### config.mk
export PLATFORM = sky130hd
export DESIGN_NAME = vdac_seq
export DESIGN_NICKNAME = d
export VERILOG_FILES = /design/src/rtl/vdac_seq_pkg.sv /design/src/rtl/vdac_seq_tbl.sv /design/src/rtl/vdac_seq.sv
export SDC_FILE = /design/constraint.sdc
export NUM_CORES = 1
export LEC_CHECK = 0
export CORE_UTILIZATION = 25
export CTS_CLUSTER_DIAMETER = 50
export DETAILED_ROUTE_END_ITERATION = 7
export HOLD_SLACK_MARGIN = 0.15
export SLEW_MARGIN = 25
export SYNTH_ARGS = -nofsm -noshare
export SYNTH_HDL_FRONTEND = slang
export SYNTH_SLANG_ARGS = --single-unit
### constraint.sdc
create_clock -name i_clk -period 6 [get_ports i_clk]
set_input_delay 0.6 -clock i_clk [delete_from_list [all_inputs] [get_ports i_clk]]
set_output_delay 0.6 -clock i_clk [all_outputs]
set_load 0.1 [all_outputs]
### src/rtl/vdac_seq_pkg.sv
// rtl/vdac_seq_pkg.sv - shared types and constants for the vdac playback sequencer
package vdac_seq_pkg;

  typedef enum logic [1:0] {
    ST_IDLE = 2'd0,
    ST_PLAY = 2'd1,
    ST_DONE = 2'd2
  } state_t;

  // Sign-magnitude zero code: only the sign bit set.
  function automatic int unsigned mid_of(input int unsigned bw);
    return 32'd1 << (bw - 1);
  endfunction

  // Table address width; a single-entry table still needs one address bit.
  function automatic int unsigned aw_of(input int unsigned depth);
    return (depth < 2) ? 1 : $clog2(depth);
  endfunction

endpackage

### src/rtl/vdac_seq_tbl.sv
// rtl/vdac_seq_tbl.sv - waveform table register file, sync write, async read
module vdac_seq_tbl
  import vdac_seq_pkg::*;
#(
  parameter int BITWIDTH = 6,
  parameter int DEPTH    = 8,
  localparam int AW      = aw_of(DEPTH)
) (
  input  logic                i_clk,
  input  logic                i_reset,
  input  logic                i_wr_en,
  input  logic [AW-1:0]       i_wr_addr,
  input  logic [BITWIDTH-1:0] i_wr_data,
  input  logic [AW-1:0]       i_rd_addr,
  output logic [BITWIDTH-1:0] o_rd_data
);

  localparam logic [BITWIDTH-1:0] MID = BITWIDTH'(mid_of(BITWIDTH));

  logic [BITWIDTH-1:0] mem [DEPTH];

  // Entries reset to the zero code so an unwritten table plays silence.
  always_ff @(posedge i_clk) begin
    if (i_reset) begin
      for (int i = 0; i < DEPTH; i++) begin
        mem[i] <= MID;
      end
    end else if (i_wr_en) begin
      mem[i_wr_addr] <= i_wr_data;
    end
  end

  // The read is combinational, so a same-edge write is only seen on a later fetch.
  assign o_rd_data = mem[i_rd_addr];

endmodule

### src/rtl/vdac_seq.sv
// rtl/vdac_seq.sv - sample-playback sequencer driving the sign-magnitude vdac
module vdac_seq
  import vdac_seq_pkg::*;
#(
  parameter int BITWIDTH = 6,
  parameter int DEPTH    = 8,
  parameter int DIVW     = 8,
  localparam int AW      = aw_of(DEPTH)
) (
  input  logic                i_clk,
  input  logic                i_reset,
  input  logic                i_wr_en,
  input  logic [AW-1:0]       i_wr_addr,
  input  logic [BITWIDTH-1:0] i_wr_data,
  input  logic                i_start,
  input  logic                i_stop,
  input  logic                i_loop,
  input  logic [AW-1:0]       i_len,
  input  logic [DIVW-1:0]     i_div,
  output logic [BITWIDTH-1:0] o_data,
  output logic                o_enable,
  output logic                o_busy,
  output logic                o_done
);

  localparam logic [BITWIDTH-1:0] MID = BITWIDTH'(mid_of(BITWIDTH));

  state_t              state;
  logic [AW-1:0]       idx;
  logic [DIVW-1:0]     cnt;
  logic [AW-1:0]       len_l;
  logic [DIVW-1:0]     div_l;
  logic                loop_l;
  logic [AW-1:0]       rd_addr;
  logic [BITWIDTH-1:0] rd_data;

  vdac_seq_tbl #(
    .BITWIDTH(BITWIDTH),
    .DEPTH   (DEPTH)
  ) u_tbl (
    .i_clk    (i_clk),
    .i_reset  (i_reset),
    .i_wr_en  (i_wr_en),
    .i_wr_addr(i_wr_addr),
    .i_wr_data(i_wr_data),
    .i_rd_addr(rd_addr),
    .o_rd_data(rd_data)
  );

  // Fetch address is the sample that would be shown after the next advance.
  always_comb begin
    rd_addr = '0;
    if (state == ST_PLAY && idx < len_l) begin
      rd_addr = idx + AW'(1);
    end
  end

  // Playback FSM with rate divider; every output is registered here.
  always_ff @(posedge i_clk) begin
    if (i_reset) begin
      state    <= ST_IDLE;
      idx      <= '0;
      cnt      <= '0;
      len_l    <= '0;
      div_l    <= '0;
      loop_l   <= 1'b0;
      o_data   <= MID;
      o_enable <= 1'b0;
      o_busy   <= 1'b0;
      o_done   <= 1'b0;
    end else begin
      o_done <= 1'b0;
      case (state)
        ST_IDLE: begin
          if (i_start && !i_stop) begin
            len_l    <= i_len;
            div_l    <= i_div;
            loop_l   <= i_loop;
            idx      <= '0;
            cnt      <= '0;
            state    <= ST_PLAY;
            o_data   <= rd_data;
            o_enable <= 1'b1;
            o_busy   <= 1'b1;
          end
        end
        ST_PLAY: begin
          if (i_stop) begin
            state    <= ST_IDLE;
            idx      <= '0;
            cnt      <= '0;
            o_data   <= MID;
            o_enable <= 1'b0;
            o_busy   <= 1'b0;
          end else if (cnt == div_l) begin
            cnt <= '0;
            if (idx < len_l) begin
              idx    <= idx + AW'(1);
              o_data <= rd_data;
            end else if (loop_l) begin
              idx    <= '0;
              o_data <= rd_data;
            end else begin
              state    <= ST_DONE;
              idx      <= '0;
              o_data   <= MID;
              o_enable <= 1'b0;
              o_busy   <= 1'b0;
              o_done   <= 1'b1;
            end
          end else begin
            cnt <= cnt + DIVW'(1);
          end
        end
        ST_DONE: begin
          state <= ST_IDLE;
        end
        default: begin
          state <= ST_IDLE;
        end
      endcase
    end
  end

endmodule
==> flow_metrics.env, run 1 <==
export IMPL_yosysSeqAreaShare_pct=55.8
export IMPL_initial_core_util_pct=25.8
export IMPL_hold_start="len_l[1]$_SDFFE_PP0P_"
export IMPL_ys_ff_latch=81
export IMPL_busiest_layer="met2"
export IMPL_use_met2_pct=18.9
export IMPL_maxSlewHeadroom_pct=33.9
export IMPL_grt_first_pass_wirelength_mm=13.8
export IMPL_dp_hpwl_mm=6.13
export IMPL_die_h_um=125
export IMPL_holdWs_ps=461
export IMPL_final_antenna_net_count=0
export IMPL_slew_viol_final=0
export IMPL_fin_skew_ps=4.95
export IMPL_cpPeakStageDelay_ps=1160
export IMPL_final_cells=561
export IMPL_drive_gt1_share_pct=8.22
export IMPL_finalCritPeriodShare_pct=41.7
export IMPL_cp_cell_sequence="clkdlybuf4s50_1"
export IMPL_worstRegToRegCells=6
export IMPL_grt_met1_usage_pct=14.3
export IMPL_crit_type="reg2out"
export IMPL_p_sw_mw=0.327
export IMPL_cts_tree="yes"
export IMPL_floorplan_io_pins=35
export IMPL_nNetsFinal=402
export IMPL_synth_fp_nets=367
export IMPL_combPwrFrac_pct=9.6
export IMPL_dr_first_iter_drc_count=154
export IMPL_critPathTopFamily="buffers and inverters"
export IMPL_n_antenna_cell=0
export IMPL_start_kind="flip-flop"
export IMPL_antenna_found_initial=0
export IMPL_pwr_share_clk_pct=43.9
export IMPL_syn_area_um2=3770
export IMPL_finalHoldViolations=0
export IMPL_outcome="finished clean"
export IMPL_hold_path_class="reg2reg"
export IMPL_clkLatencyLatePin_ps=340
export IMPL_core_area_um2=14600
export IMPL_dieArea_um2=15600
export IMPL_yosysWarnings=0
export IMPL_most_common_layout_cells="48 x edfxtp_1, 41 x and2_1, 36 x nand2_1, 33 x dfxtp_1, 33 x clkdlybuf4s50_1"
export IMPL_worst_path_stages=1
export IMPL_cts_setup_buffers=0
export IMPL_syn_to_final_growth_pct=22.7
export IMPL_routabilityCongestion=0.807
export IMPL_routed_wl_mm=8.32
export IMPL_drcViolationCount=0
export IMPL_cts_resized=0
export IMPL_drtPass1Iterations=4
export IMPL_synth_edf_count=48
export IMPL_tightest_slew_ps=989
export IMPL_fmax_ghz=0.400
export IMPL_critPathMaxFanout=4
export IMPL_cp_slowest_cell="clkdlybuf4s50_1"
export IMPL_cts_buffers=9
export IMPL_fin_crit_ps=2500
export IMPL_p_leak_nw=1.66
export IMPL_htreeDepth=3
export IMPL_placementRows=44
export IMPL_grt_util_met3_pct=3.31
export IMPL_total_power_mw=1.36
export IMPL_max_vdd_ir_drop_v=0.000152
export IMPL_place_inst=545
export IMPL_grt_ovfl_total=0
export IMPL_placed_cell_area_um2=4300
export IMPL_netlist_instances=337
export IMPL_ys_types=44
export IMPL_wl_per_cell_um=14.8
export IMPL_grt_pass1_vias=2595
export IMPL_avgSynthCellArea_um2=11.2
export IMPL_cp_required_ps=5400
export IMPL_rsz0062_at_grt="no"
export IMPL_viasPerCell=4.62
export IMPL_clockRootBuffer="clkbuf_16"
export IMPL_whs_path_depth=2
export IMPL_die_w_um=125
export IMPL_cts_num_sinks=81
export IMPL_timing_final_ws_setup_ps=3500
export IMPL_synth_main_ff_cell="edfxtp_1"
export IMPL_worstPathBufferInverterCount=1
export IMPL_fin_area_um2=4620
export IMPL_arrival_ps=1900
export IMPL_end_kind="primary output"
export IMPL_r2r_start="idx[2]$_SDFFE_PP0P_"
export IMPL_p_seq_share_pct=46.5
export IMPL_post_place_ws_ps=2580
export IMPL_startpoint="o_busy$_SDFFE_PP0P_"
export IMPL_power_density_nw_per_um2=295
export IMPL_async_flop_share_pct=0
export IMPL_clk_pin_slew_ps=60
export IMPL_clk_path_buf_depth=2
export IMPL_final_common_cell="edfxtp_1"
export IMPL_internal_power_mw=1.03
export IMPL_track_usage_pct=11.5
export IMPL_port_buffers=34
export IMPL_vias=2593
export IMPL_grt_max_degree=32
export IMPL_setup_viol=0
export IMPL_fin_util_pct=31.7
export IMPL_fin_tns_setup_ps=0
export IMPL_cap_violations=0
export IMPL_ctsHoldBuffers=0
export IMPL_p_sw_share_pct=24.0
-- cell usage after synthesis, types with 3 or more instances --
cell type,number,share of area [%]
a21oi_1,25,3.3
a22o_1,5,1.2
and2_1,41,6.8
clkbuf_1,8,0.80
dfxtp_1,33,18
edfxtp_1,48,38
ha_1,4,1.3
inv_1,5,0.50
mux2i_1,6,1.6
mux4_1,6,4.2
nand2_1,36,3.6
nand2b_1,8,1.3
nand3_1,3,0.40
nand4_1,5,0.83
nor2_1,20,2.0
nor3_1,5,0.66
o211a_1,5,1.3
o21ai_0,9,1.2
o31ai_1,5,1.0
or2_2,8,1.3
or3_1,7,1.2
xnor2_1,11,2.6
xor2_1,6,1.4
-- worst paths after layout --
kind                                               end  slack (ps)
worst max-delay path                          o_enable        3500
worst min-delay path             len_l[1]$_SDFFE_PP0P_         460
worst max register to register  o_data[3]$_SDFFE_PP0P_        3670
worst min register to register   len_l[1]$_SDFFE_PP0P_         460
-- sequential cells by signal, summed over array words and instances (netlist names) --
signal and count:
u_tbl.mem 48, cnt 8, div_l 8, o_data 6, idx 3, len_l 3
state 2, loop_l 1, o_busy 1, o_done 1
-- layout make-up --
class                   count  area [um^2]
clock inverters             7          100
flip-flops and latches     81         2100
repair buffers             36          350
fillers                  1473         9970
well taps                 184          230
clock buffers               9          225
multi-input cells         238         1590
inverters                   6         22.5
-- power by group through the flow --
stage / sequential (mW) / combinational (mW) / clock (mW)
final: 0.632 / 0.131 / 0.598
after CTS: 0.633 / 0.133 / 0.614
after detailed placement: 0.645 / 0.133 / 0
after floorplan: 0.660 / 0.0641 / 0
after global placement: 0.644 / 0.130 / 0
after global routing: 0.635 / 0.143 / 0.632
-- routing by layer --
| layer | up-vias | routed length, um |
|---|---|---|
| met5 | - | 0 |
| met4 | 0 | 133 |
| met3 | 15 | 347 |
| met2 | 52 | 4010 |
| met1 | 1237 | 3820 |
| li1 | 1289 | - |
-- cells by family (layout without fill, tap and decap cells) --
family / Yosys count / after routing / synth area share, %
fa+ha+maj: 4 / 4 / 1.33
flops: 81 / 81 / 55.8
buf+inv: 18 / 58 / 2.16
simple gates: 142 / 142 / 19.9
compound gates: 63 / 63 / 11.1
mux: 12 / 12 / 5.78
xor+xnor: 17 / 17 / 3.95
(Power assumes the default switching activity.)
==> run 2, diff against run 1 <==
Clock period 6 ns to 2.2 ns, I/O delays scaled along.
==> run 2 against run 1 <==
Flip-flop and latch count did not move. Worst hold slack lost 37 ps. Clock-buffer cell count unchanged. Core utilization rose by 0.36 points. Clock power grew 150%. Critical path type is now reg2reg. Critical endpoint is now o_data[1]$_SDFFE_PP0P_. Routed wire length rose by 0.90%.
==> flow_metrics.env, run 2 (synthesized netlist as in run 1, its figures left out) <==
export IMPL_cp_slowest_cell="dfxtp_2"
export IMPL_p_leak_nw=1.73
export IMPL_regMostFlops="u_tbl.mem"
export IMPL_die_h_um=125
export IMPL_startpoint="idx[2]$_SDFFE_PP0P_"
export IMPL_clk_pin_slew_ps=60
export IMPL_ctsHoldBuffers=0
export IMPL_r2r_end="o_data[1]$_SDFFE_PP0P_"
export IMPL_drcViolationCount=0
export IMPL_fin_area_um2=4670
export IMPL_fin_skew_ps=5.11
export IMPL_antenna_found_initial=0
export IMPL_viasPerCell=4.55
export IMPL_clkLatencyLatePin_ps=340
export IMPL_cts_setup_buffers=0
export IMPL_tightest_slew_ps=548
export IMPL_outcome="finished clean"
export IMPL_most_common_layout_cells="48 x edfxtp_1, 41 x and2_1, 36 x nand2_1, 32 x dfxtp_1"
export IMPL_port_buffers=34
export IMPL_track_usage_pct=11.4
export IMPL_nNetsFinal=415
export IMPL_cpPeakStageDelay_ps=360
export IMPL_finalCritPeriodShare_pct=94.7
export IMPL_final_common_cell="edfxtp_1"
export IMPL_post_place_ws_ps=149
export IMPL_initial_core_util_pct=25.8
export IMPL_worstRegToRegCells=7
export IMPL_cts_num_sinks=81
export IMPL_core_area_um2=14600
export IMPL_clockRootBuffer="clkbuf_16"
export IMPL_maxSlewHeadroom_pct=63.5
export IMPL_reg2reg_slack_ps=120
export IMPL_max_vdd_ir_drop_v=0.000386
export IMPL_holdWs_ps=424
export IMPL_routabilityCongestion=0.759
export IMPL_crit_type="reg2reg"
export IMPL_cp_cell_sequence="ha_1, a21o_1, a31oi_1, o21ai_0, a211oi_2, buf_4, a22o_1"
export IMPL_setup_viol=0
export IMPL_worstPathBufferInverterCount=1
export IMPL_largest_register_ffs=48
export IMPL_clk_path_buf_depth=2
export IMPL_fin_crit_ps=2080
export IMPL_die_w_um=125
export IMPL_critPathTopFamily="compound AO/OA/AOI/OAI gates"
export IMPL_end_kind="flip-flop"
export IMPL_htreeDepth=3
export IMPL_n_antenna_cell=0
export IMPL_final_antenna_net_count=0
export IMPL_dieArea_um2=15600
export IMPL_grt_pass1_vias=2687
export IMPL_dp_hpwl_mm=6.20
export IMPL_timing_final_ws_setup_ps=116
export IMPL_largestRegisters="u_tbl.mem x48, cnt x8, div_l x8"
export IMPL_critPathMaxFanout=5
export IMPL_placementRows=44
export IMPL_cp_required_ps=2480
export IMPL_fin_tns_setup_ps=0
export IMPL_holdPathEnd="div_l[7]$_SDFFE_PP0P_"
export IMPL_hold_path_class="in2reg"
export IMPL_hold_start="i_div[7]"
export IMPL_fmax_ghz=0.480
export IMPL_grt_max_degree=30
export IMPL_drtPass1Iterations=4
export IMPL_whs_path_depth=3
export IMPL_cap_violations=0
export IMPL_power_density_nw_per_um2=765
export IMPL_drive_gt1_share_pct=12.8
export IMPL_finalHoldViolations=0
export IMPL_routed_wl_mm=8.39
export IMPL_start_kind="flip-flop"
export IMPL_cts_buffers=9
export IMPL_syn_to_final_growth_pct=24.1
export IMPL_vias=2610
export IMPL_wl_per_cell_um=14.6
export IMPL_dr_first_iter_drc_count=103
export IMPL_floorplan_io_pins=35
export IMPL_grt_first_pass_wirelength_mm=13.6
export IMPL_placed_cell_area_um2=4370
export IMPL_cts_tree="yes"
export IMPL_grt_ovfl_total=0
export IMPL_rsz0062_at_grt="no"
export IMPL_slew_viol_final=0
export IMPL_total_power_mw=3.58
export IMPL_arrival_ps=2370
export IMPL_r2r_start="idx[2]$_SDFFE_PP0P_"
-- run 2: per-stage QoR --
stage / cells / utilization [%]
finish: 574 / 32.0
global route: 574 / 32.0
CTS: 574 / 32.0
floorplan: 337 / -
global placement: 558 / 29.9
detailed placement: 558 / 29.9
-- run 2: worst max-delay path by stage --
| stage | cells past startpoint | slack, ps | to |
|---|---|---|---|
| finish | 7 | 120 | o_data[1]$_SDFFE_PP0P_ |
| global route | 8 | 10 | o_data[2]$_SDFFE_PP0P_ |
| CTS | 7 | 110 | o_data[1]$_SDFFE_PP0P_ |
| detailed placement | 7 | 150 | o_data[1]$_SDFFE_PP0P_ |
| global placement | 7 | 220 | o_data[4]$_SDFFE_PP0P_ |
| floorplan | 6 | 300 | o_data[5]$_SDFFE_PP1P_ |
-- run 2: layout make-up --
class,count,area [um^2]
Clock buffer,9,225
Clock inverter,7,70.1
Sequential cell,81,2100
Inverter,6,22.5
Timing Repair Buffer,49,430
Multi-Input combinational cell,238,1590
Tap cell,184,230
Fill cell,1481,9920
-- run 2: metal layers --
layer	global-route usage (%)	up-vias	wire (um)	part of all wire (%)
met3	3.18	10	298	3.6
li1	-	1312	-	-
met2	19.5	47	4110	49
met5	0	-	0	0
met1	13.4	1241	3850	46
met4	4.32	0	134	1.6
-- run 2: tightest hold or removal path: stages --
cell	delay, ps
clkdlybuf4s50_1	390
nand2_1	50
a21oi_1	50
-- run 2: what timing repair did --
item,CTS,global route
endpoints found under the setup margin,0,2
resized for setup,0,2
hold endpoints to repair,0,0
-- run 2: power by group --
part | internal [mW] | switching, mW
registers | 1.68 | 0.0388
logic | 0.140 | 0.231
clock network | 0.878 | 0.603
==> run 3, diff against run 2 <==
Settings changed: CORE_MARGIN from default to 1.5.
==> run 3 against run 2 <==
The flow now finishes with violations (design-rule violations). Non-clock buffer count rose by 2. Via count decreased by 0.15%. Cell count rose by 0.35%. Flip-flop and latch count unchanged. Setup slack got worse by 4.3 ps. Sequential power about the same. Highest routed layer unchanged. First-iteration DRC count up 76%.
==> flow_metrics.env, run 3 (synthesized netlist as in run 1, its figures left out) <==
export IMPL_wl_per_cell_um=15.0
export IMPL_port_buffers=34
export IMPL_nNetsFinal=417
export IMPL_worstPathBufferInverterCount=1
export IMPL_drtPass1Iterations=6
export IMPL_p_sw_mw=0.898
export IMPL_fin_tns_setup_ps=0
export IMPL_cp_slowest_cell="ha_1"
export IMPL_die_h_um=126
export IMPL_outcome="complete, but fails checks"
export IMPL_rsz0062_at_grt="no"
export IMPL_clockRootBuffer="clkbuf_16"
export IMPL_drcViolationCount=3
export IMPL_clk_pin_slew_ps=60
export IMPL_floorplan_io_pins=35
export IMPL_critPathMaxFanout=5
export IMPL_syn_to_final_growth_pct=24.6
export IMPL_fin_crit_ps=2090
export IMPL_die_w_um=126
export IMPL_p_leak_nw=1.74
export IMPL_setup_viol=0
export IMPL_cts_num_sinks=81
export IMPL_cp_required_ps=2490
export IMPL_end_kind="flip-flop"
export IMPL_viasPerCell=4.52
export IMPL_slew_viol_final=0
export IMPL_grt_max_degree=22
export IMPL_critPathTopFamily="compound AO/OA/AOI/OAI gates"
export IMPL_cts_tree="yes"
export IMPL_dr_first_iter_drc_count=181
export IMPL_finalCritPeriodShare_pct=94.9
export IMPL_n_antenna_cell=0
export IMPL_max_vdd_ir_drop_v=0.000482
export IMPL_maxSlewHeadroom_pct=61.9
export IMPL_crit_type="reg2reg"
export IMPL_cts_buffers=9
export IMPL_routed_wl_mm=8.64
export IMPL_grt_pass1_vias=2624
export IMPL_cts_setup_buffers=0
export IMPL_fmax_ghz=0.479
export IMPL_fin_skew_ps=5.11
export IMPL_combPwrFrac_pct=10.3
export IMPL_placementRows=44
export IMPL_arrival_ps=2370
export IMPL_post_place_ws_ps=101
export IMPL_most_common_layout_cells="48 x edfxtp_1, 41 x and2_1, 36 x nand2_1, 32 x dfxtp_1, 26 x buf_4"
export IMPL_final_common_cell="edfxtp_1"
export IMPL_largest_register_ffs=48
export IMPL_p_sw_share_pct=24.8
export IMPL_power_density_nw_per_um2=770
export IMPL_timing_final_ws_setup_ps=112
export IMPL_cap_violations=0
export IMPL_p_seq_share_pct=47.8
export IMPL_tightest_slew_ps=572
export IMPL_track_usage_pct=11.5
export IMPL_internal_power_mw=2.72
export IMPL_grt_ovfl_total=0
export IMPL_regMostFlops="u_tbl.mem"
export IMPL_pwr_share_clk_pct=41.9
export IMPL_total_power_mw=3.61
export IMPL_final_antenna_net_count=0
export IMPL_htreeDepth=3
export IMPL_initial_core_util_pct=25.7
export IMPL_violations="design-rule violations"
export IMPL_clkLatencyLatePin_ps=340
export IMPL_vias=2606
export IMPL_core_area_um2=14600
export IMPL_hold_path_class="in2reg"
export IMPL_cpPeakStageDelay_ps=370
export IMPL_ctsHoldBuffers=0
export IMPL_routabilityCongestion=0.758
export IMPL_cp_cell_sequence="ha_1, a21o_1, a31oi_1, o21ai_0, a211oi_2, buf_4, a22o_1"
export IMPL_grt_first_pass_wirelength_mm=13.8
export IMPL_start_kind="flip-flop"
export IMPL_dieArea_um2=15800
export IMPL_finalHoldViolations=0
export IMPL_dp_hpwl_mm=6.49
export IMPL_largestRegisters="u_tbl.mem x48, cnt x8, div_l x8"
export IMPL_cts_resized=0
export IMPL_drive_gt1_share_pct=14.0
export IMPL_antenna_found_initial=0
export IMPL_clk_path_buf_depth=2
run 3: metrics by stage:
| stage | hold slack, ps | instances | area [um^2] | util (%) |
|---|---|---|---|---|
| 2_1_floorplan | 356 | 337 | 3770 | - |
| 3_3_place_gp | 453 | 560 | 4380 | 29.9 |
| 3_5_place_dp | 460 | 560 | 4380 | 29.9 |
| 4_1_cts | 423 | 576 | 4680 | 32.0 |
| 5_1_grt | 434 | 576 | 4690 | 32.0 |
| 6_report | 430 | 576 | 4690 | 32.0 |
run 3: worst reg2reg max path: cells and delay by family, from the launching register on:
kind	cells	cell delay [ps]
compound gates	5	1110
fa+ha+maj	1	370
buf+inv	1	190
flops	1	360
run 3: worst paths after layout:
kind	startpoint	end	slack, ps	cells past startpoint
min reg2reg	div_l[7]$_SDFFE_PP0P_	div_l[7]$_SDFFE_PP0P_	480	2
max	idx[2]$_SDFFE_PP0P_	o_data[1]$_SDFFE_PP0P_	110	7
max reg2reg	idx[2]$_SDFFE_PP0P_	o_data[1]$_SDFFE_PP0P_	110	7
min	i_div[2]	div_l[2]$_SDFFE_PP0P_	430	3
run 3: per-layer routing:
layer	vias up	routed length (um)	GRT usage (%)	share of wire, %
li1	1317	-	-	-
met1	1229	3910	13.8	45
met2	52	4190	19.4	49
met3	8	375	3.23	4.3
met4	0	163	4.73	1.9
met5	-	0	0	0
run 3: layout make-up:
type                       instances  area, um^2
clock buffer                       9         225
tap                              184         230
clock inverter                     7        76.3
multi-input combinational        238        1590
fill                            1484        9950
inverter                           6        22.5
sequential                        81        2100
timing repair buffer              51         445
run 3: power groups by stage:
| stage | combinational, mW | clock [mW] | sequential, mW |
|---|---|---|---|
| after detailed placement | 0.375 | 0 | 1.76 |
| after global routing | 0.402 | 1.61 | 1.74 |
| final | 0.372 | 1.52 | 1.73 |
| after global placement | 0.369 | 0 | 1.76 |
| after CTS | 0.377 | 1.55 | 1.73 |
| after floorplan | 0.175 | 0 | 1.80 |
